==> src/rtl/ptr_local_ni.sv <==
// ptr_local_ni: local network interface between a processing node and the
// local port of its ring router.
//
// TX path: each node request is checked against the ring, its destination ID
// is turned into a hop count, and the request is queued in a small FIFO. The
// FIFO head is written into the router's local-to-ring buffer whenever that
// buffer has room.
// RX path: the router's show-ahead ring-to-local buffer is drained into a
// single registered valid/ready output stage.
// Two wrap-around counters track packets written to the router and packets
// delivered to the node.
//
// Ports:
//   clk, rst              clock, synchronous active-high reset
//   txVld/txRdy           node TX request handshake
//   txDestId, txDat       TX destination node ID and payload
//   txErr                 one-cycle pulse when an illegal request is dropped
//   rxVld/rxRdy, rxDat    registered RX payload to the node
//   l2rWr, l2rFul         write strobe / full flag of the router L2R buffer
//   l2rDat, destCnt       payload and hop count to the router (qualified by l2rWr)
//   r2lPktVld, r2lDat     router R2L buffer not-empty flag and head payload
//   r2lRd                 pop strobe for the router R2L buffer
//   txPktCnt, rxPktCnt    packets written to the router / delivered to the node
module ptr_local_ni #(
  parameter int unsigned DATA_WIDTH = 32,
  parameter int unsigned NODE_NUM   = 8,
  parameter int unsigned NODE_ID    = 0,
  parameter int unsigned TX_DEPTH   = 4,
  parameter int unsigned CNT_WIDTH  = 16,
  localparam int unsigned AW        = $clog2(NODE_NUM),
  localparam int unsigned IDW       = AW + 1
) (
  input  logic                  clk,
  input  logic                  rst,
  input  logic                  txVld,
  output logic                  txRdy,
  input  logic [IDW-1:0]        txDestId,
  input  logic [DATA_WIDTH-1:0] txDat,
  output logic                  txErr,
  output logic                  rxVld,
  input  logic                  rxRdy,
  output logic [DATA_WIDTH-1:0] rxDat,
  output logic                  l2rWr,
  input  logic                  l2rFul,
  output logic [DATA_WIDTH-1:0] l2rDat,
  output logic [AW-1:0]         destCnt,
  input  logic                  r2lPktVld,
  input  logic [DATA_WIDTH-1:0] r2lDat,
  output logic                  r2lRd,
  output logic [CNT_WIDTH-1:0]  txPktCnt,
  output logic [CNT_WIDTH-1:0]  rxPktCnt
);

  localparam int unsigned PW = $clog2(TX_DEPTH);
  localparam int unsigned CW = PW + 1;

  // TX FIFO storage and bookkeeping
  logic [AW-1:0]         hop_mem [TX_DEPTH];
  logic [DATA_WIDTH-1:0] dat_mem [TX_DEPTH];
  logic [PW-1:0]         wr_ptr;
  logic [PW-1:0]         rd_ptr;
  logic [CW-1:0]         count;

  logic                  fifo_full;
  logic                  fifo_empty;
  logic                  fire;
  logic                  legal;
  logic                  push;
  logic                  pop;
  logic [IDW:0]          diff;
  logic [AW-1:0]         hop;

  // Destination legality and hop count; a single conditional add folds the
  // negative difference back into 1..NODE_NUM-1.
  always_comb begin
    legal = (txDestId < IDW'(NODE_NUM)) && (txDestId != IDW'(NODE_ID));
    diff  = {1'b0, txDestId} - (IDW+1)'(NODE_ID);
    if (diff[IDW]) begin
      diff = diff + (IDW+1)'(NODE_NUM);
    end
    hop = AW'(diff);
  end

  // txRdy looks at the pre-pop occupancy, so a full FIFO refuses even while draining
  assign fifo_full  = (count == CW'(TX_DEPTH));
  assign fifo_empty = (count == '0);
  assign txRdy      = !fifo_full;
  assign fire       = txVld && txRdy;
  assign push       = fire && legal;

  // Drain toward the router straight from the FIFO head
  assign l2rWr   = !fifo_empty && !l2rFul;
  assign pop     = l2rWr;
  assign l2rDat  = dat_mem[rd_ptr];
  assign destCnt = hop_mem[rd_ptr];

  // FIFO payload storage; contents are don't-care while the entry is unoccupied
  always_ff @(posedge clk) begin
    if (push) begin
      hop_mem[wr_ptr] <= hop;
      dat_mem[wr_ptr] <= txDat;
    end
  end

  // FIFO pointers, occupancy and illegal-request pulse
  always_ff @(posedge clk) begin
    if (rst) begin
      wr_ptr <= '0;
      rd_ptr <= '0;
      count  <= '0;
      txErr  <= 1'b0;
    end else begin
      txErr <= fire && !legal;
      if (push) begin
        wr_ptr <= wr_ptr + PW'(1);
      end
      if (pop) begin
        rd_ptr <= rd_ptr + PW'(1);
      end
      case ({push, pop})
        2'b10:   count <= count + CW'(1);
        2'b01:   count <= count - CW'(1);
        default: count <= count;
      endcase
    end
  end

  // RX stage refills whenever it is empty or being emptied this cycle
  assign r2lRd = r2lPktVld && (!rxVld || rxRdy);

  always_ff @(posedge clk) begin
    if (rst) begin
      rxVld <= 1'b0;
      rxDat <= '0;
    end else if (r2lRd) begin
      rxVld <= 1'b1;
      rxDat <= r2lDat;
    end else if (rxRdy) begin
      rxVld <= 1'b0;
    end
  end

  // Wrap-around packet counters
  always_ff @(posedge clk) begin
    if (rst) begin
      txPktCnt <= '0;
      rxPktCnt <= '0;
    end else begin
      if (l2rWr) begin
        txPktCnt <= txPktCnt + CNT_WIDTH'(1);
      end
      if (rxVld && rxRdy) begin
        rxPktCnt <= rxPktCnt + CNT_WIDTH'(1);
      end
    end
  end

  // Interface sanity properties
  a_no_wr_when_full: assert property (@(posedge clk) disable iff (rst) !(l2rWr && l2rFul));
  a_no_rd_when_empty: assert property (@(posedge clk) disable iff (rst) !(r2lRd && !r2lPktVld));
  a_hop_nonzero: assert property (@(posedge clk) disable iff (rst) !(l2rWr && (destCnt == '0)));

endmodule

==> config.mk <==
export PLATFORM = sky130hd
export DESIGN_NAME = ptr_local_ni
export DESIGN_NICKNAME = d
export VERILOG_FILES = /design/src/rtl/ptr_local_ni.sv
export SDC_FILE = /design/constraint.sdc
export NUM_CORES = 1
export LEC_CHECK = 0
export ABC_AREA = 1
export CAP_MARGIN = 40
export CORE_MARGIN = 3
export CORE_UTILIZATION = 40
export CTS_CLUSTER_SIZE = 28
export DETAILED_ROUTE_END_ITERATION = 12
export HOLD_SLACK_MARGIN = 0.05
export PLACE_DENSITY = 0.65
export RECOVER_POWER = 50
export SETUP_SLACK_MARGIN = 0.5
export SLEW_MARGIN = 20
export SYNTH_ARGS = -nofsm -noshare
export SYNTH_HDL_FRONTEND = slang
export SYNTH_SLANG_ARGS = --single-unit
export TNS_END_PERCENT = 20
==> constraint.sdc <==
create_clock -name clk -period 3.47 [get_ports clk]
set_input_delay 0.694 -clock clk [delete_from_list [all_inputs] [get_ports clk]]
set_output_delay 0.694 -clock clk [all_outputs]
set_load 0.005 [all_outputs]
==> results.ini, run 1 <==
[status]
status = completed

[detailed_routing]
routed_wl_mm = 19.8
drcViolationCount = 0
via_per_inst = 4.95
dr.pass1.iters = 4
vias = 6238
ant_nets = 0
dr.first_iter.drc_count = 290
wl_per_cell_um = 15.7

[finish]
layout-drive-gt1-share_pct = 6.57
final_cell_mix = nor2_1 (183), edfxtp_1 (140), clkdlybuf4s50_1 (122), o21ai_0 (115), dfxtp_1 (73)
layout_commonest_cell = nor2_1
syn_to_final_growth_pct = 34.3
finalNetCount = 1053

[clock_tree]
path_clk_slew_ns = 0.06
cts_setup_buffers = 0
clkSinkCount = 215
clkLatencyLatePin_ns = 0.50
cts_buffers = 24
cts_buffer_depth = 3
cts_root_buf = clkbuf_16
ctsHtreeMaxLevel = 1
cts_tree = done

[critical_path]
path_max_fanout = 25
rr_worst_depth = 12
critPathArrivalTime_ns = 2.20
rr_startpoint = count[1]
crit_type = reg2out
timing.rr.end = count[2]
endpoint_kind = primary output
reg2reg_slack_ns = 1.09
cp-endpoint = destCnt[2]
crit_required_ns = 2.78
critPathLaunchType = flop

[hold_path]
hp-start = txPktCnt[4]
min_path_type = reg2reg

[power_and_ir_drop]
p_switching_mw = 1.63
power.total_mw = 6.41
p_leak_nw = 4.03
switching_share_pct = 25.4
power_frac_comb_pct = 18.1
powerDensity_nw_per_um2 = 569
seqPwrFrac_pct = 45.2
vdd_ir_drop_max_mv = 0.351
power_frac_clock_pct = 36.8
p_int_mw = 4.79

[placed_design]
gp_congestion = 0.748
dp_hpwl_mm = 12.6
place.port_buffers = 177

[floorplan]
die_w_um = 151
start_util_pct = 41.1
dieHeight_um = 151
core_um2 = 20400
rows = 52
die-area_um2 = 22800
ios = 178

[timing]
finalCritPeriodShare_pct = 83.3
setup_viol = 0
tightestPinTransition_ns = 1.21
finClkSkew_ns = 0.00842
rsz0062_at_grt = yes
period_minus_slack_ns = 2.89
timing.fmax_mhz = 346
hold_slack_ns = 0.462
maxSlewViolCount = 0
max-slew-margin-rel_pct = 19.4
hold_viol = 0
setup_tns_ns = 0

[global_route]
grt_usage_pct = 17.3
grt_pass1_vias = 6165
grt_antenna_before_repair = 2
gr-total-overflow = 0
grt_start_max_net_pins = 71
grt_pass1_wl_mm = 31.5

[flow_run]
drv_cap = 0

[synthesis]
synth_nets = 868
ys_warn_count = 0
syn_area_per_cell_um2 = 10.7
yosysSeqAreaShare_pct = 68.0
synth_cell_types = 32
synthesis.area_um2 = 8400
synth-seq-cells = 215
netlist_instances = 786

## metal layers
metal,up-vias,track usage [%],share of wire [%]
met4,4,4.17,1.9
met2,183,28.7,46
met5,-,0,0.13
met1,2927,21.7,42
li1,3085,-,-
met3,39,6.13,9.7
## layout make-up
class,instances,area [um2]
sequential,215,5710
fill,1823,9150
antenna,1,2.50
inverter,52,200
clock buffer,29,641
tap,270,338
clock inverter,15,97.6
multi-input combinational,485,2340
timing repair buffer,193,1950
## cell families after synthesis
group                    synth area share [%]
buffers and inverters                    3.98
AND/OR/NAND/NOR                          14.9
flip-flops                               68.0
adder cells (fa/ha/maj)                  1.28
XOR/XNOR                                0.313
AO/OA/AOI/OAI                            11.6
## synth_stat cells (all sizes together)
library cell    n  share of area, %
a21oi          25               1.6
ha              7               1.0
o22ai          35               2.6
fa              1              0.24
nor3b           3              0.27
inv            52               2.3
nor2          193               9.3
nor3            7              0.42
o21ai         121               7.2
nand4           4              0.30
nand2          65               3.2
nor4            1             0.075
xor2            2              0.21
o21bai          1             0.089
clkbuf         24               1.1
xnor2           1              0.10
a211oi          1             0.089
dfxtp          75                18
edfxtp        140                50
nand3          17               1.2
and3            1             0.075
buf            10              0.58
## registers in the layout (all words and copies together), names as in the netlist, 2 cells and up, named ones only
register  count
count         3
dat_mem     128
hop_mem      12
rd_ptr        2
rxDat        32
rxPktCnt     16
txPktCnt     16
wr_ptr        2
## power by group through the flow
stage	Combinational, mW	Sequential (mW)	Clock [mW]
detailed placement	1.19	2.95	0
floorplan	0.533	2.94	0
finish	1.16	2.90	2.36
global route	1.29	2.91	2.52
CTS	1.20	2.90	2.42
global placement	1.18	2.94	0
## critical path: stages (launching register included)
cell and delay (ns):
dfxtp_2 0.47, buf_6 0.26, o21ai_0 0.13, o22ai_1 0.27, clkdlybuf4s50_1 0.56
## timing repair
item	CTS	global route
pin swaps	0	1
resized for setup	5	5
hold buffers	0	0
setup endpoints to repair	35	13
## worst min-delay path by stage
stage | end | depth (start not counted)
2_1_floorplan | flop | 2
3_3_place_gp | txPktCnt[4] | 2
3_5_place_dp | txPktCnt[4] | 2
4_1_cts | txPktCnt[4] | 2
5_1_grt | txPktCnt[4] | 2
6_report | txPktCnt[4] | 2
## per-stage QoR
stage | area (um2) | utilization, % | instances | setup slack [ns]
2_1_floorplan | 8400 | - | 786 | 0.465
3_3_place_gp | 10600 | 51.7 | 1215 | 0.474
3_5_place_dp | 10600 | 51.7 | 1215 | 0.437
4_1_cts | 11300 | 55.4 | 1259 | 0.526
5_1_grt | 11300 | 55.2 | 1259 | 0.422
6_report | 11300 | 55.2 | 1260 | 0.579
(Power assumes the default switching activity.)
==> inputs of run 2 (changes only) <==
==> constraint.sdc (replaced) <==
create_clock -name clk -period 2.76 [get_ports clk]
set_input_delay 0.552 -clock clk [delete_from_list [all_inputs] [get_ports clk]]
set_output_delay 0.552 -clock clk [all_outputs]
set_load 0.005 [all_outputs]
==> run 2 against run 1 <==
Effect of this change: clock skew grew 0.0068 ns; sequential power grew 26%; non-clock buffer count grew 24; highest routed layer unchanged; clock-buffer cell count grew 3; global-route usage grew 0.29 points; wire length grew 5.7%.
==> results.ini, run 2 (synthesized netlist as in run 1, its figures left out) <==
[power_and_ir_drop]
vdd_ir_drop_max_mv = 0.444  ; +26%
p_leak_nw = 4.34  ; +7.6%
power.total_mw = 8.64  ; +35%
powerDensity_nw_per_um2 = 729  ; +28%

[global_route]
grt_antenna_before_repair = 1  ; -1
grt_pass1_vias = 6031  ; -2.2%
grt_pass1_wl_mm = 31.7  ; +0.63%
grt_start_max_net_pins = 38  ; -46%
gr-total-overflow = 0  ; unchanged
grt_usage_pct = 17.6  ; +0.29 points

[detailed_routing]
vias = 6389  ; +2.4%
via_per_inst = 4.99  ; +0.74%
dr.first_iter.drc_count = 376  ; +30%
drcViolationCount = 0  ; unchanged
wl_per_cell_um = 16.3  ; +3.9%
ant_nets = 0  ; unchanged
dr.pass1.iters = 4  ; unchanged
routed_wl_mm = 20.9  ; +5.7%

[critical_path]
critPathMaxStageDelay_ns = 0.55  ; about the same
critPathLaunchType = input pin
crit_type = in2reg
path_max_fanout = 35  ; +40%
critical_path.slowest_cell = dlygate4sd3_1
crit_required_ns = 2.90  ; +0.12 ns
endpoint_kind = flop
path_cells = dlygate4sd3_1 > inv_1 > nand2_1 > o21bai_1 > nor2_1 > clkinv_1 > clkbuf_1 > nor2_4 > clkbuf_4
critPathArrivalTime_ns = 2.51  ; +0.31 ns

[finish]
finalNetCount = 1077  ; +2.3%
syn_to_final_growth_pct = 41.2
largest_reg_flops = 128  ; unchanged
regMostFlops = dat_mem
multi_input_area_um2 = 2570  ; +10%
layout-drive-gt1-share_pct = 16.3  ; +9.7 points
final_cell_mix = nor2_1 (170), edfxtp_1 (140), clkdlybuf4s50_1 (103), o21ai_0 (80), dfxtp_1 (74)
n_antenna_cell = 0  ; -1
fillCellCount = 1760  ; -3.5%
top_regs = dat_mem: 128 flops, rxDat: 32 flops
layout_commonest_cell = nor2_1
register_area_um2 = 5710  ; about the same
fin_cells = 1281  ; +1.7%

[status]
status = completed

[timing]
finClkSkew_ns = 0.0152  ; +0.00678 ns
finalCritPeriodShare_pct = 86.0
timing.fmax_mhz = 422
tightestPinTransition_ns = 0.773  ; -0.436 ns
maxSlewViolCount = 0  ; unchanged
setup_viol = 0  ; unchanged
hold_viol = 0  ; unchanged
max-slew-margin-rel_pct = 48.5  ; +29 points
rsz0062_at_grt = yes
setup_tns_ns = 0  ; unchanged
period_minus_slack_ns = 2.37

[floorplan]
ios = 178  ; unchanged
core_um2 = 20400  ; unchanged
rows = 52  ; unchanged
start_util_pct = 41.1  ; unchanged
die-area_um2 = 22800  ; unchanged
die_w_um = 151  ; unchanged
dieHeight_um = 151  ; unchanged

[placed_design]
gp_congestion = 0.767  ; +2.6%
placedCellCount = 1219  ; +0.33%
place.port_buffers = 177  ; unchanged
dp_hpwl_mm = 12.4  ; -1.6%

[clock_tree]
ctsHtreeMaxLevel = 1  ; unchanged
clkSinkCount = 215  ; unchanged
cts_tree = done
cts_buffers = 23  ; -4.2%
path_clk_slew_ns = 0.06  ; about the same
cts_hold_buf = 0  ; unchanged
cts_buffer_depth = 3  ; unchanged
cts_root_buf = clkbuf_16
clkLatencyLatePin_ns = 0.52  ; +0.02 ns

[flow_run]
drv_cap = 0  ; unchanged

[hold_path]
min_path_type = reg2reg

==> run 2: path summary, 6_finish.rpt <==
check,startpoint,cells past startpoint,end,slack [ns]
setup / recovery,txDestId[1],9,dat_mem[0][2],0.39
hold / removal,txPktCnt[4],2,txPktCnt[4],0.46
setup reg to reg,count[1],8,dat_mem[0][2],0.52
hold reg to reg,txPktCnt[4],2,txPktCnt[4],0.46
==> run 2: stage by stage <==
stage | hold WS, ns | area (um2) | util [%] | setup WS (ns)
finish | 0.461 | 11900 | 58.0 | 0.388
global route | 0.497 | 11900 | 58.0 | 0.223
CTS | 0.469 | 11700 | 57.2 | 0.372
detailed placement | 0.458 | 10600 | 52.1 | 0.140
global placement | 0.449 | 10600 | 52.1 | 0.185
floorplan | 0.436 | 8410 | - | 0.467
==> run 2: what timing repair did <==
action                     4_1_cts  5_1_grt
resized for setup              105      115
cloned                           6        4
setup endpoints to repair       37       36
setup buffers                    8        3
pin swaps                       12       12
==> run 2: power breakdown <==
| group | internal [mW] | switching, mW |
|---|---|---|
| Combinational | 0.968 | 0.964 |
| Sequential | 3.57 | 0.0721 |
| Clock | 1.84 | 1.23 |
| Total | 6.38 | 2.27 |
==> run 2: worst max-delay path: cells and delay by family <==
family	cells	cell delay, ns
AO/OA/AOI/OAI	1	0.08
buffers and inverters	5	1.49
AND/OR/NAND/NOR	3	0.39
==> run 2: area by class of cell <==
| cell class | count | area share (%) |
|---|---|---|
| clock buffer | 32 | 5.48 |
| clock inverter | 9 | 0.950 |
| inverter | 52 | 1.87 |
| multi-input combinational | 485 | 21.7 |
| sequential | 215 | 48.2 |
| tap | 270 | 2.85 |
| timing repair buffer | 217 | 18.9 |
| timing repair inverter | 1 | 0.0950 |
==> run 2: layer usage <==
| metal | GRT usage (%) | part of all wire, % | vias up |
|---|---|---|---|
| met2 | 28.6 | 48 | 229 |
| met4 | 3.94 | 1.9 | 2 |
| met1 | 22.5 | 40 | 2977 |
| li1 | - | - | 3147 |
| met3 | 6.64 | 11 | 34 |
| met5 | 0 | 0.053 | - |
==> inputs of run 3 (changes only) <==
--- a/config.mk
+++ b/config.mk
@@ -9,11 +9,11 @@
 export CAP_MARGIN = 40
 export CORE_MARGIN = 3
 export CORE_UTILIZATION = 40
-export CTS_CLUSTER_SIZE = 28
+export CTS_CLUSTER_SIZE = 14
 export DETAILED_ROUTE_END_ITERATION = 12
 export HOLD_SLACK_MARGIN = 0.05
 export PLACE_DENSITY = 0.65
-export RECOVER_POWER = 50
+export RECOVER_POWER = 100
 export SETUP_SLACK_MARGIN = 0.5
 export SLEW_MARGIN = 20
 export SYNTH_ARGS = -nofsm -noshare
==> run 3 against run 2 <==
Effect of this change: first-iteration DRC count shrank 6.4%; design area shrank 0.53%; register-to-register slack lost 0.03 ns; clock power is essentially flat; total power shrank 0.50%; non-clock buffer count is the same; maximum frequency shrank 2.6%; die area is the same.
==> results.ini, run 3 (synthesized netlist as in run 1, its figures left out) <==
[placed_design]
place.port_buffers = 177  ; unchanged
dp_hpwl_mm = 12.4  ; unchanged
gp_congestion = 0.767  ; unchanged

[finish]
regMostFlops = dat_mem
syn_to_final_growth_pct = 40.4
final_cell_mix = nor2_1 (171), edfxtp_1 (140), dlygate4sd3_1 (104), o21ai_0 (90), dfxtp_1 (75)
layout-drive-gt1-share_pct = 15.0  ; -1.3 points
top_regs = dat_mem: 128 flops, rxDat: 32 flops
n_antenna_cell = 0  ; unchanged
finalNetCount = 1077  ; unchanged
layout_commonest_cell = nor2_1
largest_reg_flops = 128  ; unchanged
post-route-util_pct = 57.7  ; -0.31 points

[flow_run]
drv_cap = 0  ; unchanged

[detailed_routing]
dr.pass1.iters = 4  ; unchanged
wl_per_cell_um = 16.4  ; +0.24%
dr.first_iter.drc_count = 352  ; -6.4%
routed_wl_mm = 21.0  ; +0.24%
drcViolationCount = 0  ; unchanged
vias = 6408  ; +0.30%
via_per_inst = 5.00  ; +0.30%
ant_nets = 0  ; unchanged

[clock_tree]
cts_hold_buf = 0  ; unchanged
clkSinkCount = 215  ; unchanged
path_clk_slew_ns = 0.06  ; about the same
cts_root_buf = clkbuf_16
clkLatencyLatePin_ns = 0.52  ; about the same
cts_tree = done
ctsHtreeMaxLevel = 1  ; unchanged
cts_buffers = 23  ; unchanged
cts_buffer_depth = 3  ; unchanged

[power_and_ir_drop]
p_leak_nw = 4.49  ; +3.4%
vdd_ir_drop_max_mv = 0.442  ; -0.54%
seqPwrFrac_pct = 42.3  ; +0.2 points
power_frac_comb_pct = 22.0  ; -0.4 points
p_switching_mw = 2.26  ; -0.23%
powerDensity_nw_per_um2 = 730  ; about the same
switching_share_pct = 26.3  ; +0.072 points
p_int_mw = 6.34  ; -0.60%
power_frac_clock_pct = 35.7  ; +0.2 points

[critical_path]
crit_required_ns = 2.21  ; -0.69 ns
endpoint_kind = primary output
rr_startpoint = count[1]
critPathLaunchType = flop
critPathArrivalTime_ns = 1.88  ; -0.63 ns
path_max_fanout = 12  ; -66%
crit_type = reg2out

[global_route]
gr-total-overflow = 0  ; unchanged
grt_usage_pct = 17.6  ; unchanged
grt_antenna_before_repair = 1  ; unchanged
grt_start_max_net_pins = 38  ; unchanged
grt_pass1_vias = 6031  ; unchanged
grt_pass1_wl_mm = 31.7  ; unchanged

[floorplan]
ios = 178  ; unchanged
die_w_um = 151  ; unchanged
core_um2 = 20400  ; unchanged
start_util_pct = 41.1  ; unchanged
dieHeight_um = 151  ; unchanged
die-area_um2 = 22800  ; unchanged
rows = 52  ; unchanged

[timing]
rsz0062_at_grt = yes
finClkSkew_ns = 0.0141  ; -0.00108 ns
timing.fmax_mhz = 410  ; -2.6%
maxSlewViolCount = 0  ; unchanged
period_minus_slack_ns = 2.44  ; +0.0643 ns
max-slew-margin-rel_pct = 48.2  ; -0.25 points
tightestPinTransition_ns = 0.777  ; +0.00373 ns
setup_tns_ns = 0  ; unchanged
finalCritPeriodShare_pct = 88.3  ; +2.3 points
setup_viol = 0  ; unchanged
hold_viol = 0  ; unchanged

[hold_path]
min_path_type = reg2reg
hp-start = txPktCnt[4]

[status]
status = completed

[run 3: changes by cell type in the layout (fill, tap and decap cells not counted), sizes merged]
| cell | previous run | this run |
|---|---|---|
| clkdlybuf4s15 | 5 | 0 |
| dlygate4sd3 | 38 | 104 |
| clkdlybuf4s25 | 0 | 5 |
| buf | 42 | 36 |
| clkbuf | 58 | 64 |
| clkdlybuf4s50 | 103 | 37 |
[run 3: metrics by stage]
step / total power [mW] / hold WS, ns / std cells / setup slack [ns] / area (um2)
floorplan: 4.37 / 0.436 / 786 / 0.467 / 8410
global placement: 5.19 / 0.449 / 1219 / 0.185 / 10600
detailed placement: 5.21 / 0.458 / 1219 / 0.140 / 10600
CTS: 8.56 / 0.469 / 1274 / 0.372 / 11700
global route: 8.99 / 0.492 / 1281 / 0.213 / 11800
finish: 8.60 / 0.460 / 1281 / 0.323 / 11800
[run 3: power by group through the flow]
stage	combinational (mW)	sequential, mW	clock [mW]
floorplan	0.673	3.69	0
CTS	1.78	3.64	3.15
global placement	1.48	3.71	0
global route	2.06	3.65	3.28
finish	1.89	3.64	3.07
detailed placement	1.50	3.71	0
[run 3: worst max-delay path: stages, from the launching register on]
cell and delay [ns]:
dfxtp_1 0.44, buf_12 0.22, buf_12 0.13, buf_16 0.13, nor2_1 0.05, o22ai_1 0.12
clkdlybuf4s25_1 0.30
[run 3: worst paths after layout]
check	endpoint	slack (ns)	cells past startpoint
max	l2rDat[20]	0.32	6
min	txPktCnt[4]	0.46	2
max reg2reg	dat_mem[3][29]	0.49	8
min reg2reg	txPktCnt[4]	0.46	2
[run 3: layer usage]
metal / track usage [%] / wire (um) / part of all wire, %
met1: 22.5 / 8620 / 41
met5: 0 / 11 / 0.052
met4: 3.94 / 374 / 1.8
met3: 6.64 / 2180 / 10
met2: 28.6 / 9800 / 47
[run 3: cell type report]
type	count	area, um2
multi-input cells	485	2540
fillers	1768	8640
clock inverters	9	113
inverters	52	221
repair inverters	1	11.3
flip-flops and latches	215	5710
well taps	270	338
clock buffers	32	649
repair buffers	217	2210
[run 3: what timing repair did]
item / in CTS / in global routing
pin swaps: 12 / 12
cloned: 6 / 4
buffers inserted: 8 / 3
resized for setup: 105 / 115
setup endpoints to repair: 37 / 36
